### src/rtl/frogger_life_manager.sv
// Frogger life manager: turns collision / goal events into lives, score, freeze window,
// frog respawn pulse and game-over state. Every output is registered.
module frogger_life_manager #(
    parameter int unsigned NUM_LIVES     = 3,
    parameter int unsigned FREEZE_CYCLES = 25_000_000,
    parameter int unsigned GUARD_CYCLES  = 2
) (
    input  logic       i_Clk,
    input  logic       i_Rst_L,
    input  logic       i_Collided,
    input  logic       i_Frog_Win,
    input  logic       i_Restart,
    output logic       o_Respawn,
    output logic       o_Freeze,
    output logic [2:0] o_Lives,
    output logic [7:0] o_Score,
    output logic       o_Game_Over
);

    localparam int unsigned CNT_MAX = (FREEZE_CYCLES > GUARD_CYCLES) ? FREEZE_CYCLES
                                                                     : GUARD_CYCLES;
    localparam int unsigned CNT_W   = $clog2(CNT_MAX) + 1;

    localparam logic [CNT_W-1:0] FREEZE_LOAD = CNT_W'(FREEZE_CYCLES - 1);
    localparam logic [CNT_W-1:0] GUARD_LOAD  = CNT_W'(GUARD_CYCLES - 1);
    localparam logic [CNT_W-1:0] CNT_ONE     = CNT_W'(1);
    localparam logic [2:0]       LIVES_INIT  = 3'(NUM_LIVES);
    localparam logic [7:0]       SCORE_MAX   = 8'hFF;

    localparam logic [2:0] ST_PLAY      = 3'd0;
    localparam logic [2:0] ST_HIT       = 3'd1;
    localparam logic [2:0] ST_RESPAWN   = 3'd2;
    localparam logic [2:0] ST_GUARD     = 3'd3;
    localparam logic [2:0] ST_GAME_OVER = 3'd4;

    logic [2:0]       state_q, state_d;
    logic [CNT_W-1:0] cnt_q, cnt_d;
    logic [2:0]       lives_q, lives_d;
    logic [7:0]       score_q, score_d;
    logic             respawn_q, respawn_d;
    logic             freeze_q, freeze_d;
    logic             game_over_q, game_over_d;

    // Next state, counter, lives and score; restart outranks collision, collision outranks win.
    always_comb begin
        state_d = state_q;
        cnt_d   = cnt_q;
        lives_d = lives_q;
        score_d = score_q;

        if (i_Restart) begin
            lives_d = LIVES_INIT;
            score_d = 8'd0;
            // A restart held into RESPAWN skips straight to GUARD so the respawn
            // pulse can never last two cycles.
            if (state_q == ST_RESPAWN) begin
                state_d = ST_GUARD;
                cnt_d   = GUARD_LOAD;
            end else begin
                state_d = ST_RESPAWN;
                cnt_d   = '0;
            end
        end else begin
            case (state_q)
                ST_PLAY: begin
                    if (i_Collided) begin
                        // Last life lost (or none left): go straight to game over.
                        if (lives_q <= 3'd1) begin
                            lives_d = 3'd0;
                            state_d = ST_GAME_OVER;
                            cnt_d   = '0;
                        end else begin
                            lives_d = lives_q - 3'd1;
                            state_d = ST_HIT;
                            cnt_d   = FREEZE_LOAD;
                        end
                    end else if (i_Frog_Win) begin
                        if (score_q != SCORE_MAX) begin
                            score_d = score_q + 8'd1;
                        end
                        state_d = ST_RESPAWN;
                        cnt_d   = '0;
                    end
                end
                ST_HIT: begin
                    if (cnt_q == '0) begin
                        state_d = ST_RESPAWN;
                    end else begin
                        cnt_d = cnt_q - CNT_ONE;
                    end
                end
                ST_RESPAWN: begin
                    state_d = ST_GUARD;
                    cnt_d   = GUARD_LOAD;
                end
                ST_GUARD: begin
                    // Collision flags here may still reflect the pre-respawn position.
                    if (cnt_q == '0) begin
                        state_d = ST_PLAY;
                    end else begin
                        cnt_d = cnt_q - CNT_ONE;
                    end
                end
                ST_GAME_OVER: begin
                    state_d = ST_GAME_OVER;
                end
                default: begin
                    state_d = ST_PLAY;
                    cnt_d   = '0;
                end
            endcase
        end
    end

    // Output flags are decoded from the state being entered so they line up with it.
    always_comb begin
        respawn_d   = (state_d == ST_RESPAWN);
        freeze_d    = (state_d != ST_PLAY);
        game_over_d = (state_d == ST_GAME_OVER);
    end

    // State and output registers with asynchronous active-low reset.
    always_ff @(posedge i_Clk or negedge i_Rst_L) begin
        if (!i_Rst_L) begin
            state_q     <= ST_PLAY;
            cnt_q       <= '0;
            lives_q     <= LIVES_INIT;
            score_q     <= 8'd0;
            respawn_q   <= 1'b0;
            freeze_q    <= 1'b0;
            game_over_q <= 1'b0;
        end else begin
            state_q     <= state_d;
            cnt_q       <= cnt_d;
            lives_q     <= lives_d;
            score_q     <= score_d;
            respawn_q   <= respawn_d;
            freeze_q    <= freeze_d;
            game_over_q <= game_over_d;
        end
    end

    assign o_Respawn   = respawn_q;
    assign o_Freeze    = freeze_q;
    assign o_Lives     = lives_q;
    assign o_Score     = score_q;
    assign o_Game_Over = game_over_q;

endmodule

### config.mk
export PLATFORM = sky130hd
export DESIGN_NAME = frogger_life_manager
export DESIGN_NICKNAME = d
export VERILOG_FILES = /design/src/rtl/frogger_life_manager.sv
export SDC_FILE = /design/constraint.sdc
export NUM_CORES = 1
export LEC_CHECK = 0
export ABC_AREA = 1
export CAP_MARGIN = 20
export CORE_ASPECT_RATIO = 0.9
export CORE_MARGIN = 1
export CORE_UTILIZATION = 45
export DETAILED_ROUTE_END_ITERATION = 10
export GPL_ROUTABILITY_DRIVEN = 0
export SYNTH_ARGS = -nofsm -noshare
export SYNTH_HDL_FRONTEND = slang
export SYNTH_SLANG_ARGS = --single-unit
### constraint.sdc
create_clock -name i_Clk -period 3.5 [get_ports i_Clk]
set_input_delay 0.525 -clock i_Clk [delete_from_list [all_inputs] [get_ports i_Clk]]
set_output_delay 0.525 -clock i_Clk [all_outputs]
set_load 0.005 [all_outputs]
Word-level counts from Yosys, hierarchy flattened
Cells that the tools add are included.
{"block": "word_totals", "ff_bits": 43, "in_bits": 5}
{"block": "op_classes", "addsub": 3, "n_lt_le_gt_ge": 1, "n_eq_ne": 11, "mux": 24, "n_reduce_logical": 11}
{"cell": "2-to-1 mux 26 bit", "n": 4}
{"cell": "case mux 26 bit (4 select lines)", "n": 1}
{"cell": "2-to-1 mux 8 bit", "n": 5}
{"cell": "2-to-1 mux 3 bit", "n": 10}
{"cell": "zero test 26 bit", "n": 1}
{"cell": "subtractor 26 x 1 -> 26 bit (second input constant)", "n": 1}
{"cell": "2-to-1 mux 25 bit", "n": 1}
{"cell": "case mux 3 bit (5 select lines)", "n": 1}
{"cell": "== test 3 x 2 -> 1 bit (second input constant)", "n": 3}
{"cell": "adder 8 x 1 -> 8 bit (second input constant)", "n": 1}
{"cell": "inequality test 8 bit (second input constant)", "n": 1}
{"cell": "nonzero test 2 bit", "n": 4}
{"cell": "== test 3 bit (second input constant)", "n": 2}
{"cell": "inequality test 4 bit (second input constant)", "n": 1}
{"cell": "AND reduction 4 bit", "n": 1}
{"cell": "== test 3 x 1 -> 1 bit (second input constant)", "n": 1}
{"cell": "less-or-equal comparator 3 x 1 -> 1 bit (second input constant)", "n": 1}
{"cell": "zero test 3 bit", "n": 1}
{"cell": "inequality test 3 bit (second input constant)", "n": 1}
{"cell": "AND reduction 3 bit", "n": 1}
{"cell": "nonzero test 3 bit", "n": 1}
{"cell": "subtractor 3 x 1 -> 3 bit (second input constant)", "n": 1}
{"cell": "2-to-1 mux 1 bit", "n": 2}
{"cell": "inequality test 2 x 1 -> 1 bit (second input constant)", "n": 1}
{"cell": "other kinds (3)", "n": 3}

Longest topological paths before layout
Gate-level depths: netlist of the first run.
{"block": "depth", "word_depth": 6, "mapped_depth": 12, "depth_no_buf": 12}

Worst setup path before layout of the first run
Ideal clock, no wire load.
{"block": "synth_timing", "kind": "input-to-reg", "start": "input i_Restart", "end": "register cnt_q[11]", "arrival_ns": 1.520, "required_time_ns": 3.382, "setup_slack_ns": 1.861, "stages": 12, "cell_sequence": "buf_2 inv_1 nand2_1 a21oi_1 inv_2 o21ai_2 nand2_4 nand2_4 inv_2 buf_6 nand2_2 o21ai_2"}
{"block": "synth_via", "elab_chain_len": 2}
{"element": "from (decl)", "line": "12", "rtl": "input logic i_Restart,"}
{"element": "inequality test 4 bit (no line) (tied with other cells)"}
{"element": "AND reduction 3 bit (no line)"}
{"element": "to (signal assigned)", "line": "134", "rtl": "cnt_q <= cnt_d;"}
{"element": "to (decl)", "line": "37", "rtl": "logic [CNT_W-1:0] cnt_q, cnt_d;"}
Parallel ways exist; a longest one is shown, timed or not.
A chain may end at the register's enable or synchronous reset.

Worst setup path in the final report of the first run
{"block": "layout_timing", "start": "input i_Restart", "end": "register cnt_q[14]"}
Same word-level chain as after synthesis.

==> summary.txt, run 1 <==
Logic synthesis
  – Synth Cell Area: 0.00278 mm2
  – Avg Cell Area, Syn: just over 7 um2
  – Ys Warns: 0
  – Mux share of post-synthesis cell area: 0
  – Yosys cell types: 33
  – Largest family of logic cells by synthesized area: simple AND/OR/NAND/NOR gates
  – Simple-Gate Fraction of Synth Area: 0.372
  – Sequential cell area fraction in the yosys report: 0.388
  – Post-Syn Nets: 403
  – Synth Instances: 394
  – Synth Area in Compound Gates: 0.117
  – Post-synthesis xor/xnor area fraction: 0.0284
  – FF+latch count, synth: 43
  – Adder-cell share of the synthesized area: 0.0180

Timing
  – Slew HR: 0.627
  – Worst Max-Slew Pin Slew: about 560 ps
  – Max Fclk: 455 MHz
  – Count of final hold-check violations: 0
  – Final setup violation count: 0
  – Clk_skew: 3.57 ps
  – Tmin final: 2200 ps
  – Final period util: 0.628
  – Final worst slack: between 1000 and 1500 ps
  – Sum Neg Setup Slack: 0 ps
  – Slew Viols, Final: 0
  – RSZ-0062 raised after global routing: no

Critical path
  – Critical Path Stages: 11
  – End of the critical path: cnt_q[14]$_DFFE_PN0P_
  – Slowest stage delay, CP: 680 ps
  – Worst path required time: approximately 3700 ps
  – Path depth of the worst reg2reg path: 10
  – CP bufs+invs: 4
  – Reg-to-Reg Start: state_q[2]$_DFF_PN0_
  – Crit path from: i_Restart
  – Setup CP Type: input pin to flip-flop
  – Crit. End Element: flip-flop
  – Worst-path maximum fanout: 23
  – CP arrival: 2410 ps
  – Largest delay share family, worst path: buffers and inverters
  – Setup slack, reg-to-reg: roughly 1400 ps
  – RR Endpoint: o_Respawn$_DFF_PN0_
  – Slowest CP cell: clkdlybuf4s50_1
  – Startpoint Class: input pin
  – Worst-path cell chain: clkdlybuf4s50_1 -> inv_1 -> nand2_1 -> a21oi_1 -> inv_2 -> o21ai_2 -> nand2_4 -> nand2_4 -> inv_2 -> nand2_1 -> o21ai_1

Routing
  – Total routed wirelength: roughly 6500 um
  – Metal2 WL: 2660 um
  – WL met3: about 190 um
  – Routed WL per cell: 13.4 um
  – DRT met1 WL: 3520 um
  – Routed Antenna Nets: 0
  – Drt initial violations: approximately 140
  – Vias: 2460
  – Remaining DRCs: 0
  – Via density: 5.10
  – Top routing layer in use: met4
  – DR pass1 iterations: 6

Clock tree
  – CTS max path bufs: 2
  – Post-CTS resize count: 0
  – Worst-skew pair later-pin latency: roughly 290 ps
  – CTS Buf Count: 5
  – CTS H-tree depth: 2
  – Clock Pin Slew Worst Setup and Hold Paths: ~80 ps
  – Postcts setup bufs: 0
  – CTS tree: built
  – Root Driver: clkbuf_8
  – Hold buffers post-CTS: 0
  – CTS sink count: 43

Cells and area
  – Most frequent cells in the layout: 106 x nand2_1, 62 x nor2_1, 41 x dfrtp_1
  – Layout filler cell count: slightly below 600
  – Area of the multi-input gates: 0.00149 mm2
  – Final net count: 420
  – Most common cell after layout, fill and taps aside: nand2_1
  – Fraction of layout cells with a size suffix above 1: 0.0971
  – Number of inserted diodes: 0
  – Sequential cell area: 0.00108 mm2
  – Util after Layout: 0.530
  – Area Overhead vs Synth: 11.0%

Die
  – Initial Utilization: 0.477
  – Die width: 84.8 um
  – Core area: slightly below 0.006 mm2
  – Die ar.: 0.00649 mm2
  – IO Count: 19
  – FP Rows: 26
  – Die height: 76.6 um

Global route
  – Initial antenna violation count: 0
  – Vias in the first global route: 2352
  – First-pass GRT wire length: approximately 11000 um
  – Largest net degree at the start of global routing: 44
  – Total Routing Usage GR: 0.219
  – Grt ovf: 0

Placed design
  – Port-buffer cells: 18
  – Hpwl dp: 4720 um
  – Setup WS pre-CTS: 983 ps

Flow run
  – Max Cap Violations: 0

Hold path
  – Type of the worst min-delay path: input pin to asynchronous set/reset pin

Pwr
  – Worst VDD drop: 0.000552 V
  – Leak: about 0.0016 uW
  – Pwr Density: roughly 1000 mW/mm2

Run status
  – Status: finished clean
-- per-stage QoR --
step	hold slack (ps)	instance area, um2	power, uW	std cells
floorplan	229	2780	2330	394
global placement	514	2980	2710	473
detailed placement	520	2980	2730	473
CTS	415	3060	3050	481
global route	92.6	3080	3390	482
finish	88.4	3080	3040	482
-- synth_stat cells (all sizes together) --
library cell | n | area share
buf | 9 | 0.023
nor2 | 73 | 0.12
nand2 | 113 | 0.16
xor2 | 9 | 0.028
dfstp | 2 | 0.019
ha | 4 | 0.018
o21bai | 5 | 0.014
nand4 | 6 | 0.014
dfrtp | 41 | 0.37
o22ai | 3 | 0.0068
or2 | 1 | 0.0023
and3 | 1 | 0.0023
nor3 | 5 | 0.011
inv | 39 | 0.053
a21oi | 20 | 0.036
nand3b | 1 | 0.0027
o21ai | 28 | 0.056
o31ai | 1 | 0.0027
clkbuf | 1 | 0.0013
a31oi | 1 | 0.0023
nand3 | 31 | 0.062
-- registers in the layout, summed over array words and instances, names as in the netlist --
register / cells
o_Freeze: 1
state_q: 3
o_Score: 8
o_Lives: 3
cnt_q: 26
o_Respawn: 1
o_Game_Over: 1
-- per-layer routing --
layer  track usage  up-vias
met5             0        -
met4        0.0746        0
met3        0.0379        8
met2         0.324       35
met1         0.322     1126
li1              -     1291
-- power breakdown --
group	internal, uW	leakage [uW]	switching (uW)	total, uW
sequential	647	0.000571	175	823
clock	140	0.0000422	168	308
combinational	654	0.000965	1260	1910
-- cell families after synthesis --
family	count (synthesis)
and+or+nand+nor	231
DFF	43
buffers and inverters	49
AOI/OAI and AO/OA	58
xor gates and xnor gates	9
adders and majority gates	4
-- final cells by class --
cell class / instances / share of cell area
inverters: 39 / 0.0475
clock inverters: 1 / 0.00162
clock buffers: 7 / 0.0247
repair buffers: 20 / 0.0657
multi-input cells: 302 / 0.482
well taps: 70 / 0.0284
flip-flops and latches: 43 / 0.350
-- worst min path at each step --
stage          depth (start not counted)                   start  slack (ps)                      to
6_report                               1                 i_Rst_L          90  o_Score[0]$_DFFE_PN0P_
5_1_grt                                1                 i_Rst_L          90  o_Score[0]$_DFFE_PN0P_
2_1_floorplan                          0                 i_Rst_L         230    cnt_q[0]$_DFFE_PN0P_
3_5_place_dp                           1  o_Score[3]$_DFFE_PN0P_         520  o_Score[3]$_DFFE_PN0P_
3_3_place_gp                           1  o_Score[3]$_DFFE_PN0P_         510  o_Score[3]$_DFFE_PN0P_
4_1_cts                                1                 i_Rst_L         420  o_Score[0]$_DFFE_PN0P_
Power figures use the tool's default switching activity.
==> run 2: changes to the inputs <==
--- a/config.mk
+++ b/config.mk
@@ -12,6 +12,7 @@
 export CORE_UTILIZATION = 45
 export DETAILED_ROUTE_END_ITERATION = 10
 export GPL_ROUTABILITY_DRIVEN = 0
+export PLACE_DENSITY = 0.66
 export SYNTH_ARGS = -nofsm -noshare
 export SYNTH_HDL_FRONTEND = slang
 export SYNTH_SLANG_ARGS = --single-unit
==> constraint.sdc (replaced) <==
create_clock -name i_Clk -period 1.95 [get_ports i_Clk]
set_input_delay 0.2925 -clock i_Clk [delete_from_list [all_inputs] [get_ports i_Clk]]
set_output_delay 0.2925 -clock i_Clk [all_outputs]
set_load 0.005 [all_outputs]
==> run 2 against run 1 <==
Net effect: the flow now finishes with violations (DRC); largest cell class unchanged; largest power group unchanged; sequential power increased by 80%; global-route usage down 0.27 points; sequential cell count stayed put; first-iteration DRC count rose by 38%; clock skew hardly changed; non-clock buffer count up 10; worst setup slack lost 1100 ps.
==> summary.txt, run 2 (synthesis gave the netlist of run 1 again) <==
Run status
  – Status: complete, but fails checks (was finished clean)
  – Failing checks: DRC

Hold path
  – Type of the worst min-delay path: input pin to asynchronous set/reset pin (unchanged)

Clock tree
  – CTS tree: built (unchanged)
  – CTS max path bufs: 2 (unchanged)
  – Postcts setup bufs: 0 (unchanged)
  – CTS H-tree depth: 2 (unchanged)
  – Worst-skew pair later-pin latency: 300 ps (was 290 ps)
  – Root Driver: clkbuf_8 (unchanged)
  – CTS Buf Count: 5 (unchanged)
  – Clock Pin Slew Worst Setup and Hold Paths: 80 ps (about the same)
  – CTS sink count: 43 (unchanged)

Die
  – Die width: 84.8 um (unchanged)
  – IO Count: 19 (unchanged)
  – Die ar.: 0.00649 mm2 (unchanged)
  – Die height: 76.6 um (unchanged)
  – FP Rows: 26 (unchanged)
  – Initial Utilization: 0.477 (unchanged)
  – Core area: 0.00582 mm2 (unchanged)

Critical path
  – CP bufs+invs: 2 (was 4)
  – Setup slack, reg-to-reg: 230 ps (was 1390 ps)
  – Crit path from: cnt_q[0]$_DFFE_PN0P_ (was i_Restart)
  – RR Endpoint: cnt_q[24]$_DFFE_PN0P_ (was o_Respawn$_DFF_PN0_)
  – Worst-path maximum fanout: 5 (was 23)
  – Slowest stage delay, CP: 410 ps (was 680 ps)
  – Critical Path Stages: 11 (unchanged)
  – Path depth of the worst reg2reg path: 11 (was 10)
  – End of the critical path: cnt_q[24]$_DFFE_PN0P_ (was cnt_q[14]$_DFFE_PN0P_)
  – Crit. End Element: flip-flop (unchanged)
  – Most frequent CP cell: nand2_1
  – Startpoint Class: flip-flop (was input pin)
  – Worst-path cell chain: inv_2 -> ha_1 -> nand2_1 -> nor2_4 -> buf_4 -> nand3_1 -> nand2_1 -> nand2_1 -> o21ai_1 -> nand2_1 -> o21ai_0 (was clkdlybuf4s50_1 -> inv_1 -> nand2_1 -> a21oi_1 -> inv_2 -> o21ai_2 -> nand2_4 -> nand2_4 -> inv_2 -> nand2_1 -> o21ai_1)
  – CP arrival: 1940 ps (was 2410 ps)
  – Slowest CP cell: dfrtp_1 (was clkdlybuf4s50_1)
  – Worst path required time: 2160 ps (was 3710 ps)
  – Setup CP Type: flip-flop to flip-flop (was input pin to flip-flop)
  – Largest delay share family, worst path: simple AND/OR/NAND/NOR gates (was buffers and inverters)
  – Reg-to-Reg Start: cnt_q[0]$_DFFE_PN0P_ (was state_q[2]$_DFF_PN0_)

Timing
  – Sum Neg Setup Slack: 0 ps (unchanged)
  – Final period util: 0.884
  – Tmin final: 1720 ps
  – Clk_skew: 3.53 ps (was 3.57 ps)
  – Max Fclk: 580 MHz
  – Worst Max-Slew Pin Slew: 561 ps (was 560 ps)
  – Count of final hold-check violations: 0 (unchanged)
  – Slew HR: 0.626 (was 0.627)
  – Slew Viols, Final: 0 (unchanged)
  – RSZ-0062 raised after global routing: no (unchanged)
  – Final setup violation count: 0 (unchanged)

Cells and area
  – Layout filler cell count: 560 (was 591)
  – Number of inserted diodes: 0 (unchanged)
  – Most frequent cells in the layout: 106 x nand2_1, 61 x nor2_1, 41 x dfrtp_1 (was 106 x nand2_1, 62 x nor2_1, 41 x dfrtp_1)
  – Most common cell after layout, fill and taps aside: nand2_1 (unchanged)
  – Area Overhead vs Synth: 13.5% (was 11.0%)
  – Final net count: 430 (was 420)
  – Fraction of layout cells with a size suffix above 1: 0.126 (was 0.0971)
  – Largest register FFs: 26 (unchanged)
  – Reg with most FFs: cnt_q (unchanged)

Pwr
  – Pwr Density: 1780 mW/mm2 (was 987 mW/mm2)
  – Leak: 0.00162 uW (was 0.00158 uW)
  – Worst VDD drop: 0.000924 V (was 0.000552 V)
  – Power consumption: 5610 uW (was 3040 uW)

Placed design
  – Port-buffer cells: 18 (unchanged)
  – Hpwl dp: 4610 um (was 4720 um)

Global route
  – Vias in the first global route: 2319 (was 2352)
  – Grt ovf: 0 (unchanged)
  – Total Routing Usage GR: 0.217 (was 0.219)
  – Largest net degree at the start of global routing: 44 (unchanged)
  – First-pass GRT wire length: 11100 um (was 11200 um)
  – Initial antenna violation count: 0 (unchanged)

Routing
  – Routed Antenna Nets: 0 (unchanged)
  – Remaining DRCs: 2 (was 0)
  – Vias: 2556 (was 2460)
  – DR pass1 iterations: 9 (was 6)
  – Via density: 5.20 (was 5.10)
  – Drt initial violations: 189 (was 137)
  – Routed WL per cell: 13.0 um (was 13.4 um)
  – Total routed wirelength: 6400 um (was 6470 um)

Flow run
  – Max Cap Violations: 0 (unchanged)
==> run 2: worst min-delay path by stage <==
stage | startpoint | slack [ps] | cells after the start | end
6_report | i_Rst_L | 60 | 2 | o_Score[0]$_DFFE_PN0P_
5_1_grt | i_Rst_L | 110 | 2 | o_Game_Over$_DFF_PN0_
3_3_place_gp | i_Rst_L | 410 | 2 | o_Score[0]$_DFFE_PN0P_
4_1_cts | i_Rst_L | 90 | 2 | o_Game_Over$_DFF_PN0_
3_5_place_dp | i_Rst_L | 410 | 2 | o_Score[0]$_DFFE_PN0P_
2_1_floorplan | i_Rst_L | -3 | 0 | cnt_q[0]$_DFFE_PN0P_
==> run 2: per-layer routing <==
| layer | track usage | up-vias | part of all wire |
|---|---|---|---|
| met5 | 0 | - | 0 |
| met4 | 0.0525 | 0 | 0.010 |
| met3 | 0.0368 | 7 | 0.035 |
| met2 | 0.323 | 47 | 0.43 |
| met1 | 0.326 | 1187 | 0.53 |
| li1 | - | 1315 | - |
==> run 2: report_power, final <==
| part | switching (uW) | internal, uW |
|---|---|---|
| Clock | 316 | 251 |
| Sequential | 318 | 1160 |
| Combinational | 2290 | 1270 |
| Total | 2920 | 2680 |
==> run 2: final cells by class <==
class                           count  area [um2]  share of cell area
Inverter                           39         146              0.0464
Tap cell                           70        87.6              0.0278
Clock buffer                        6        72.6              0.0230
Multi-Input combinational cell    302        1490               0.473
Timing Repair Buffer               30         265              0.0841
Clock inverter                      2        12.5             0.00397
Sequential cell                    43        1080               0.342
==> run 2: worst reg2reg max path, delay by kind of cell (launching register included) <==
family	cells	cell delay (ps)
AOI/OAI and AO/OA	2	230
adders and majority gates	1	180
buffers and inverters	2	240
DFF	1	410
and+or+nand+nor	6	580
==> run 2: repair_timing <==
item	CTS	global route
gates resized for setup	0	3
hold buffers	0	0
endpoints found under the setup margin	0	3
==> run 2: metrics by stage <==
stage	cell area, um2	util	hold WS, ps	setup WS, ps	cells
final	3150	0.541	60.6	226	492
after global routing	3150	0.541	111	12.9	492
after CTS	3150	0.541	88.7	164	492
after detailed placement	3070	0.526	411	40.3	484
after global placement	3070	0.526	409	86.7	484
after floorplan	2780	-	-3.09	365	394
